### config.mk
export PLATFORM = sky130hd
export DESIGN_NAME = uart_tx_arbiter
export DESIGN_NICKNAME = d
export VERILOG_FILES = /design/src/rtl/uart_arb_pkg.sv /design/src/rtl/rr_pick.sv /design/src/rtl/uart_tx_arbiter.sv
export SDC_FILE = /design/constraint.sdc
export NUM_CORES = 1
export LEC_CHECK = 0
export BUFFER_PORTS_ARGS = -buffer_cell sky130_fd_sc_hd__buf_2
export CORE_UTILIZATION = 50
export CTS_BUF_LIST = sky130_fd_sc_hd__clkbuf_4 sky130_fd_sc_hd__clkbuf_8
export CTS_CLUSTER_DIAMETER = 60
export DETAILED_ROUTE_END_ITERATION = 16
export HOLD_SLACK_MARGIN = 0.03
export PLACE_DENSITY = 0.88
export SETUP_SLACK_MARGIN = 0.15
export SYNTH_ARGS = -nofsm -noshare
export SYNTH_HDL_FRONTEND = slang
export SYNTH_SLANG_ARGS = --single-unit
### constraint.sdc
create_clock -name clk -period 2.6 [get_ports clk]
set_input_delay 0.13 -clock clk [delete_from_list [all_inputs] [get_ports clk]]
set_output_delay 0.13 -clock clk [all_outputs]
set_load 0.05 [all_outputs]
### src/rtl/uart_arb_pkg.sv
// Shared types and helpers for the UART transmit arbiter.
// StHdr exists only when UART_ARB_HEADER_EN is defined.
package uart_arb_pkg;

`ifdef UART_ARB_HEADER_EN
    typedef enum logic [2:0] {StIdle, StHdr, StIssue, StWaitStart, StWaitEnd} arb_state_t;
`else
    typedef enum logic [2:0] {StIdle, StIssue, StWaitStart, StWaitEnd} arb_state_t;
`endif

    localparam logic [3:0] HDR_PREFIX = 4'hA;

    function automatic int unsigned id_width(input int unsigned n);
        return (n > 1) ? $clog2(n) : 1;
    endfunction

endpackage

### src/rtl/rr_pick.sv
// Rotating-priority encoder: returns the first set request at or after ptr_i,
// wrapping modulo N.
module rr_pick
    import uart_arb_pkg::*;
#(
    parameter int unsigned N   = 4,
    parameter int unsigned IdW = id_width(N)
) (
    input  logic [N-1:0]   req_i,
    input  logic [IdW-1:0] ptr_i,
    output logic           found_o,
    output logic [IdW-1:0] idx_o
);

    int j;

    // Walk from the farthest slot back to the pointer so the nearest one wins.
    always_comb begin
        found_o = |req_i;
        idx_o   = '0;
        j       = 0;
        for (int k = int'(N) - 1; k >= 0; k--) begin
            j = (int'(ptr_i) + k) % int'(N);
            if (req_i[IdW'(j)]) begin
                idx_o = IdW'(j);
            end
        end
    end

endmodule

### src/rtl/uart_tx_arbiter.sv
// Packet-granular round-robin arbiter sharing one 8N2 UART transmitter.
// Define UART_ARB_HEADER_EN to prefix each granted packet with {4'hA, grant_id}.
module uart_tx_arbiter
    import uart_arb_pkg::*;
#(
    parameter int unsigned NUM_REQ       = 4,
    parameter int unsigned START_TIMEOUT = 8,
    localparam int unsigned IdW          = id_width(NUM_REQ)
) (
    input  logic                 clk,
    input  logic                 rst,
    input  logic [NUM_REQ-1:0]   req_valid_i,
    input  logic [NUM_REQ*8-1:0] req_data_i,
    input  logic [NUM_REQ-1:0]   req_last_i,
    output logic [NUM_REQ-1:0]   req_ready_o,
    output logic                 uart_transmit_o,
    output logic [7:0]           uart_tx_byte_o,
    input  logic                 uart_busy_i,
    output logic                 grant_active_o,
    output logic [IdW-1:0]       grant_id_o,
    output logic                 timeout_err_o
);

    localparam int unsigned CntW = $clog2(START_TIMEOUT + 1);

`ifdef UART_ARB_HEADER_EN
    if (NUM_REQ > 16) begin : g_num_req_check
        $error("NUM_REQ must be <= 16 when the header byte is enabled");
    end
`endif

    arb_state_t      state_q, state_d;
    logic [IdW-1:0]  owner_q, owner_d;
    logic [IdW-1:0]  ptr_q, ptr_d;
    logic            last_q, last_d;
    logic            grant_q, grant_d;
    logic [CntW-1:0] cnt_q, cnt_d;

    logic            pick_found;
    logic [IdW-1:0]  pick_idx;
    logic            owner_valid;
    logic            owner_last;
    logic [7:0]      owner_data;
    logic [IdW-1:0]  owner_inc;
    logic            byte_done;

    rr_pick #(
        .N   (NUM_REQ),
        .IdW (IdW)
    ) u_rr_pick (
        .req_i   (req_valid_i),
        .ptr_i   (ptr_q),
        .found_o (pick_found),
        .idx_o   (pick_idx)
    );

    assign owner_valid    = req_valid_i[owner_q];
    assign owner_last     = req_last_i[owner_q];
    assign owner_data     = req_data_i[{owner_q, 3'b000} +: 8];
    assign owner_inc      = (owner_q == IdW'(NUM_REQ - 1)) ? '0 : owner_q + 1'b1;
    assign grant_active_o = grant_q;
    assign grant_id_o     = owner_q;

    always_comb begin
        state_d         = state_q;
        owner_d         = owner_q;
        ptr_d           = ptr_q;
        last_d          = last_q;
        grant_d         = grant_q;
        cnt_d           = cnt_q;
        uart_transmit_o = 1'b0;
        uart_tx_byte_o  = '0;
        req_ready_o     = '0;
        timeout_err_o   = 1'b0;
        byte_done       = 1'b0;

        unique case (state_q)
            StIdle: begin
                if (pick_found) begin
                    owner_d = pick_idx;
                    grant_d = 1'b1;
`ifdef UART_ARB_HEADER_EN
                    state_d = StHdr;
`else
                    state_d = StIssue;
`endif
                end
            end
`ifdef UART_ARB_HEADER_EN
            StHdr: begin
                uart_tx_byte_o = {HDR_PREFIX, 4'(owner_q)};
                if (!uart_busy_i) begin
                    uart_transmit_o = 1'b1;
                    last_d          = 1'b0;
                    cnt_d           = '0;
                    state_d         = StWaitStart;
                end
            end
`endif
            StIssue: begin
                uart_tx_byte_o = owner_data;
                if (owner_valid && !uart_busy_i) begin
                    uart_transmit_o      = 1'b1;
                    req_ready_o[owner_q] = 1'b1;
                    last_d               = owner_last;
                    cnt_d                = '0;
                    state_d              = StWaitStart;
                end
            end
            StWaitStart: begin
                cnt_d = cnt_q + 1'b1;
                if (uart_busy_i) begin
                    state_d = StWaitEnd;
                end else if (cnt_d == CntW'(START_TIMEOUT)) begin
                    // UART never started: count the byte as sent so the lock cannot hang.
                    timeout_err_o = 1'b1;
                    byte_done     = 1'b1;
                end
            end
            StWaitEnd: begin
                if (!uart_busy_i) begin
                    byte_done = 1'b1;
                end
            end
            default: state_d = StIdle;
        endcase

        if (byte_done) begin
            if (last_q) begin
                state_d = StIdle;
                grant_d = 1'b0;
                ptr_d   = owner_inc;
            end else begin
                state_d = StIssue;
            end
        end
    end

    always_ff @(posedge clk) begin
        if (rst) begin
            state_q <= StIdle;
            owner_q <= '0;
            ptr_q   <= '0;
            last_q  <= 1'b0;
            grant_q <= 1'b0;
            cnt_q   <= '0;
        end else begin
            state_q <= state_d;
            owner_q <= owner_d;
            ptr_q   <= ptr_d;
            last_q  <= last_d;
            grant_q <= grant_d;
            cnt_q   <= cnt_d;
        end
    end

endmodule

==> metrics.log <==
[metrics] result of the run: complete, no violations
[metrics] number of antenna violations at the first check in global routing: 0
[metrics] number of hold-repair buffers added at the cts stage: 0
[metrics] Finished Core Util: 72.4%
[metrics] drc violations: 0
[metrics] Leakage Power: 0.685 nW
[metrics] Fin Clk Skew: between 0.004 and 0.005 ns
[metrics] die height: around 50 um
[metrics] buffers from clock root to sink, at most: 2
[metrics] I/O pin count: 60
[metrics] vias per inst: roughly 5.6
[metrics] Final HPWL DP: between 2 and 2.5 mm
[metrics] detailed-route wire length: about 2.9 mm
[metrics] Max Transition Viols Final: 0
[metrics] area of the multi-input gates: 828 um2
[metrics] cell count after synthesis: 120
[metrics] number of global-route vias before repair: 1114
[metrics] Crit path required time: 2.47 ns
[metrics] Switching Share: 49.0%
[metrics] worst slew pin tran: ~0.46 ns
[metrics] final routed wire length divided by cell count: 14.1 um
[metrics] mapped cell area: roughly 0.0011 mm2
[metrics] post-synth top area share: 21.4%
[metrics] top cell types by occurrence after synthesis: and2_1 (13), dfxtp_1 (12), ha_1 (9), mux4_2 (9)
[metrics] clock period minus final worst setup slack: 2.12 ns
[metrics] Antenna Diode Count: 0
[metrics] FF+latch count, synth: 12
[metrics] detailed-route via count: roughly 1200
[metrics] weighted congestion reported at the end of routability-driven placement: roughly 0.85
[metrics] most frequently used cell type in the post-synthesis netlist: and2_1
[metrics] final setup violation count: 0
[metrics] Post CTS Setup Buffer Count: 0
[metrics] number of synthesized flops with an enable pin: 0
[metrics] Sum Neg Setup Slack: 0 ns
[metrics] Filler Cells Inserted: around 160
[metrics] clock sink total: 12
[metrics] clock latency on the worst-skew pair: about 0.27 ns
[metrics] floorplan die area: about 0.0024 mm2
[metrics] most used routing layer in global routing: met2
[metrics] total number of nets in the final design: ~230
[metrics] first drt pass iteration count: 4
[metrics] Post-synth ARST share: 0%
[metrics] Cell Int Power: 546 uW
[metrics] clock slew at reported path FFs: around 0.07 ns
[metrics] number of maximum-capacitance violations: 0
[metrics] fmax: between 400 and 500 MHz
[metrics] clock tree from TritonCTS: done
[metrics] die width: around 49 um
[metrics] number of nets in the synthesized netlist: between 150 and 200
[metrics] combinational fraction of design power: a little over three fifths
[metrics] wire length of the first global-routing pass: 4.83 mm
[metrics] nature of the critical path endpoint: primary output
[metrics] Critical Path Fanout Max: 9
[metrics] Initial Util: a little over half
[metrics] number of library cell types mapped by synthesis: 38
[metrics] part of the Yosys area used for sequential elements: ~21%
[metrics] post-cts gate resize count: 0
[metrics] Primary FF master, synth: dfxtp_1
[metrics] Clock power frac: between 10% and 20%
[metrics] number of rows created at floorplan: 16
[metrics] sequential power share: around 23%
[metrics] arrival time at the worst endpoint: roughly 2.0 ns
[metrics] post-synthesis average cell area: 9.34 um2
[metrics] Worst IR Drop VDD: 475 uV
[metrics] part of the cycle the worst path needs: 81.6%
[metrics] number of hold violations in the final report: 0
[metrics] Non-Filler Instances: between 200 and 250
[metrics] fraction of layout instances using a drive strength above 1: between 40% and 50%
[metrics] number of placed instances, taps included: roughly 200
[metrics] Port-buffer cells: 59
[metrics] GRT met1 Usage: 29.8%
[metrics] library cell with the largest summed area after synthesis: dfxtp_1
[metrics] RSZ-0062 raised after global routing: false
[metrics] Sw Pwr: 526 uW
[metrics] overflow left after global routing: 0
[metrics] pin count of the biggest net entering global routing: 18
[metrics] global router's overall resource usage: between 20% and 30%
[metrics] path type of the worst min-delay path: primary input to flip-flop
[metrics] Pwr Density: just over 700 mW/mm2
[metrics] path type of the worst setup path: flip-flop to primary output
[metrics] CTS Buf Count: 3
[metrics] kind of start point of the critical path: flip-flop
[metrics] placeable core region: between 0.002 and 0.0025 mm2
[metrics] YS warnings: 0
[metrics] M3 GR Usage: between 5 and 6%
[metrics] largest cells by area after synthesis: dfxtp_1 (21%), mux4_2 (18%), ha_1 (10%), and2_1 (7.3%), a21oi_1 (3.6%)
[metrics] H-tree lvl count: 1
[metrics] Layout Area Growth over Synthesis: 31.9%
[metrics] number of DRC violations after detailed-routing iteration 0: 17
[metrics] fraction of met2 tracks used by global routing: a little under half
[metrics] number of antenna-violating nets in the routed design: 0
[metrics] Max transition margin: slightly below 70%
[metrics] area of all sequential standard cells: ~240 um2
[metrics] total power: roughly 1.1 mW
[metrics] Clock Tree Root: clkbuf_4
-- layer usage --
metal | wire length (um) | vias to the layer above
met3 | 160 | 6
li1 | - | 562
met4 | 25 | 0
met5 | 0 | -
met1 | 1250 | 540
met2 | 1480 | 44
-- cells by family (layout without fill, tap and decap cells) --
| logic type | after synthesis | in the layout | synth area share [%] |
|---|---|---|---|
| DFF | 12 | 12 | 21.4 |
| AOI/OAI and AO/OA | 25 | 25 | 15.3 |
| and+or+nand+nor | 46 | 46 | 23.8 |
| muxes | 14 | 14 | 24.0 |
| buffers and inverters | 13 | 73 | 4.69 |
| adders and majority gates | 9 | 9 | 10.0 |
| xor gates and xnor gates | 1 | 1 | 0.781 |
-- final timing paths --
check                           slack, ns                          to                        from  depth (start not counted)
worst max-delay path                 0.48           uart_tx_byte_o[0]  grant_id_o[0]$_SDFFE_PP0P_                          4
worst min-delay path                 0.21  grant_id_o[0]$_SDFFE_PP0P_                         rst                          2
worst max register to register       0.79     state_q[1]$_SDFFE_PP0P_     state_q[0]$_SDFFE_PP0P_                          7
worst min register to register       0.51       cnt_q[1]$_SDFFE_PP0P_       cnt_q[1]$_SDFFE_PP0P_                          2
-- power by group through the flow --
| stage | sequential, mW | clock [mW] | combinational [mW] |
|---|---|---|---|
| CTS | 0.247 | 0.150 | 0.675 |
| finish | 0.247 | 0.148 | 0.677 |
| detailed placement | 0.251 | 0 | 0.670 |
| global placement | 0.248 | 0 | 0.652 |
| global route | 0.253 | 0.161 | 0.733 |
| floorplan | 0.272 | 0 | 0.493 |
-- placed cells by master, fill, tap and decap left out, types with 2 or more instances in the layout --
master and instances:
mux4_2 9, nor3_1 2, buf_2 59, nor3b_1 2
o21ai_1 3, nor2b_1 4, inv_1 7, o21ai_0 3
nor2_1 8, ha_1 9, a21oi_1 8, buf_4 2
and2_1 13, dfxtp_1 12, nand3b_1 3, clkbuf_4 3
nand2_1 2, mux2i_1 4, nand2b_1 5, o31ai_1 2
-- worst max-delay path: stages, from the launching register on --
cell and delay, ns:
dfxtp_1 0.58, buf_4 0.26, mux4_2 0.51, and2_1 0.17
buf_2 0.21
-- registers in the layout (all words and copies together), names as in the netlist --
signal and count:
grant_id_o 2, last_q 1, cnt_q 4, ptr_q 2
state_q 2, grant_active_o 1
-- final cells by class --
type	count	area share (%)
multi-input combinational	95	56.0
tap	27	2.28
timing repair buffer	61	21.0
sequential	12	16.2
clock buffer	4	2.45
inverter	8	2.03
-- through the flow --
stage	instance area, um2	setup slack [ns]	hold slack, ns
global placement	1440	0.806	0.480
global route	1480	0.388	0.228
floorplan	1120	0.382	0.304
detailed placement	1440	0.778	0.485
CTS	1480	0.480	0.200
finish	1480	0.477	0.207
No activity file was read; power rests on OpenSTA's default activity.
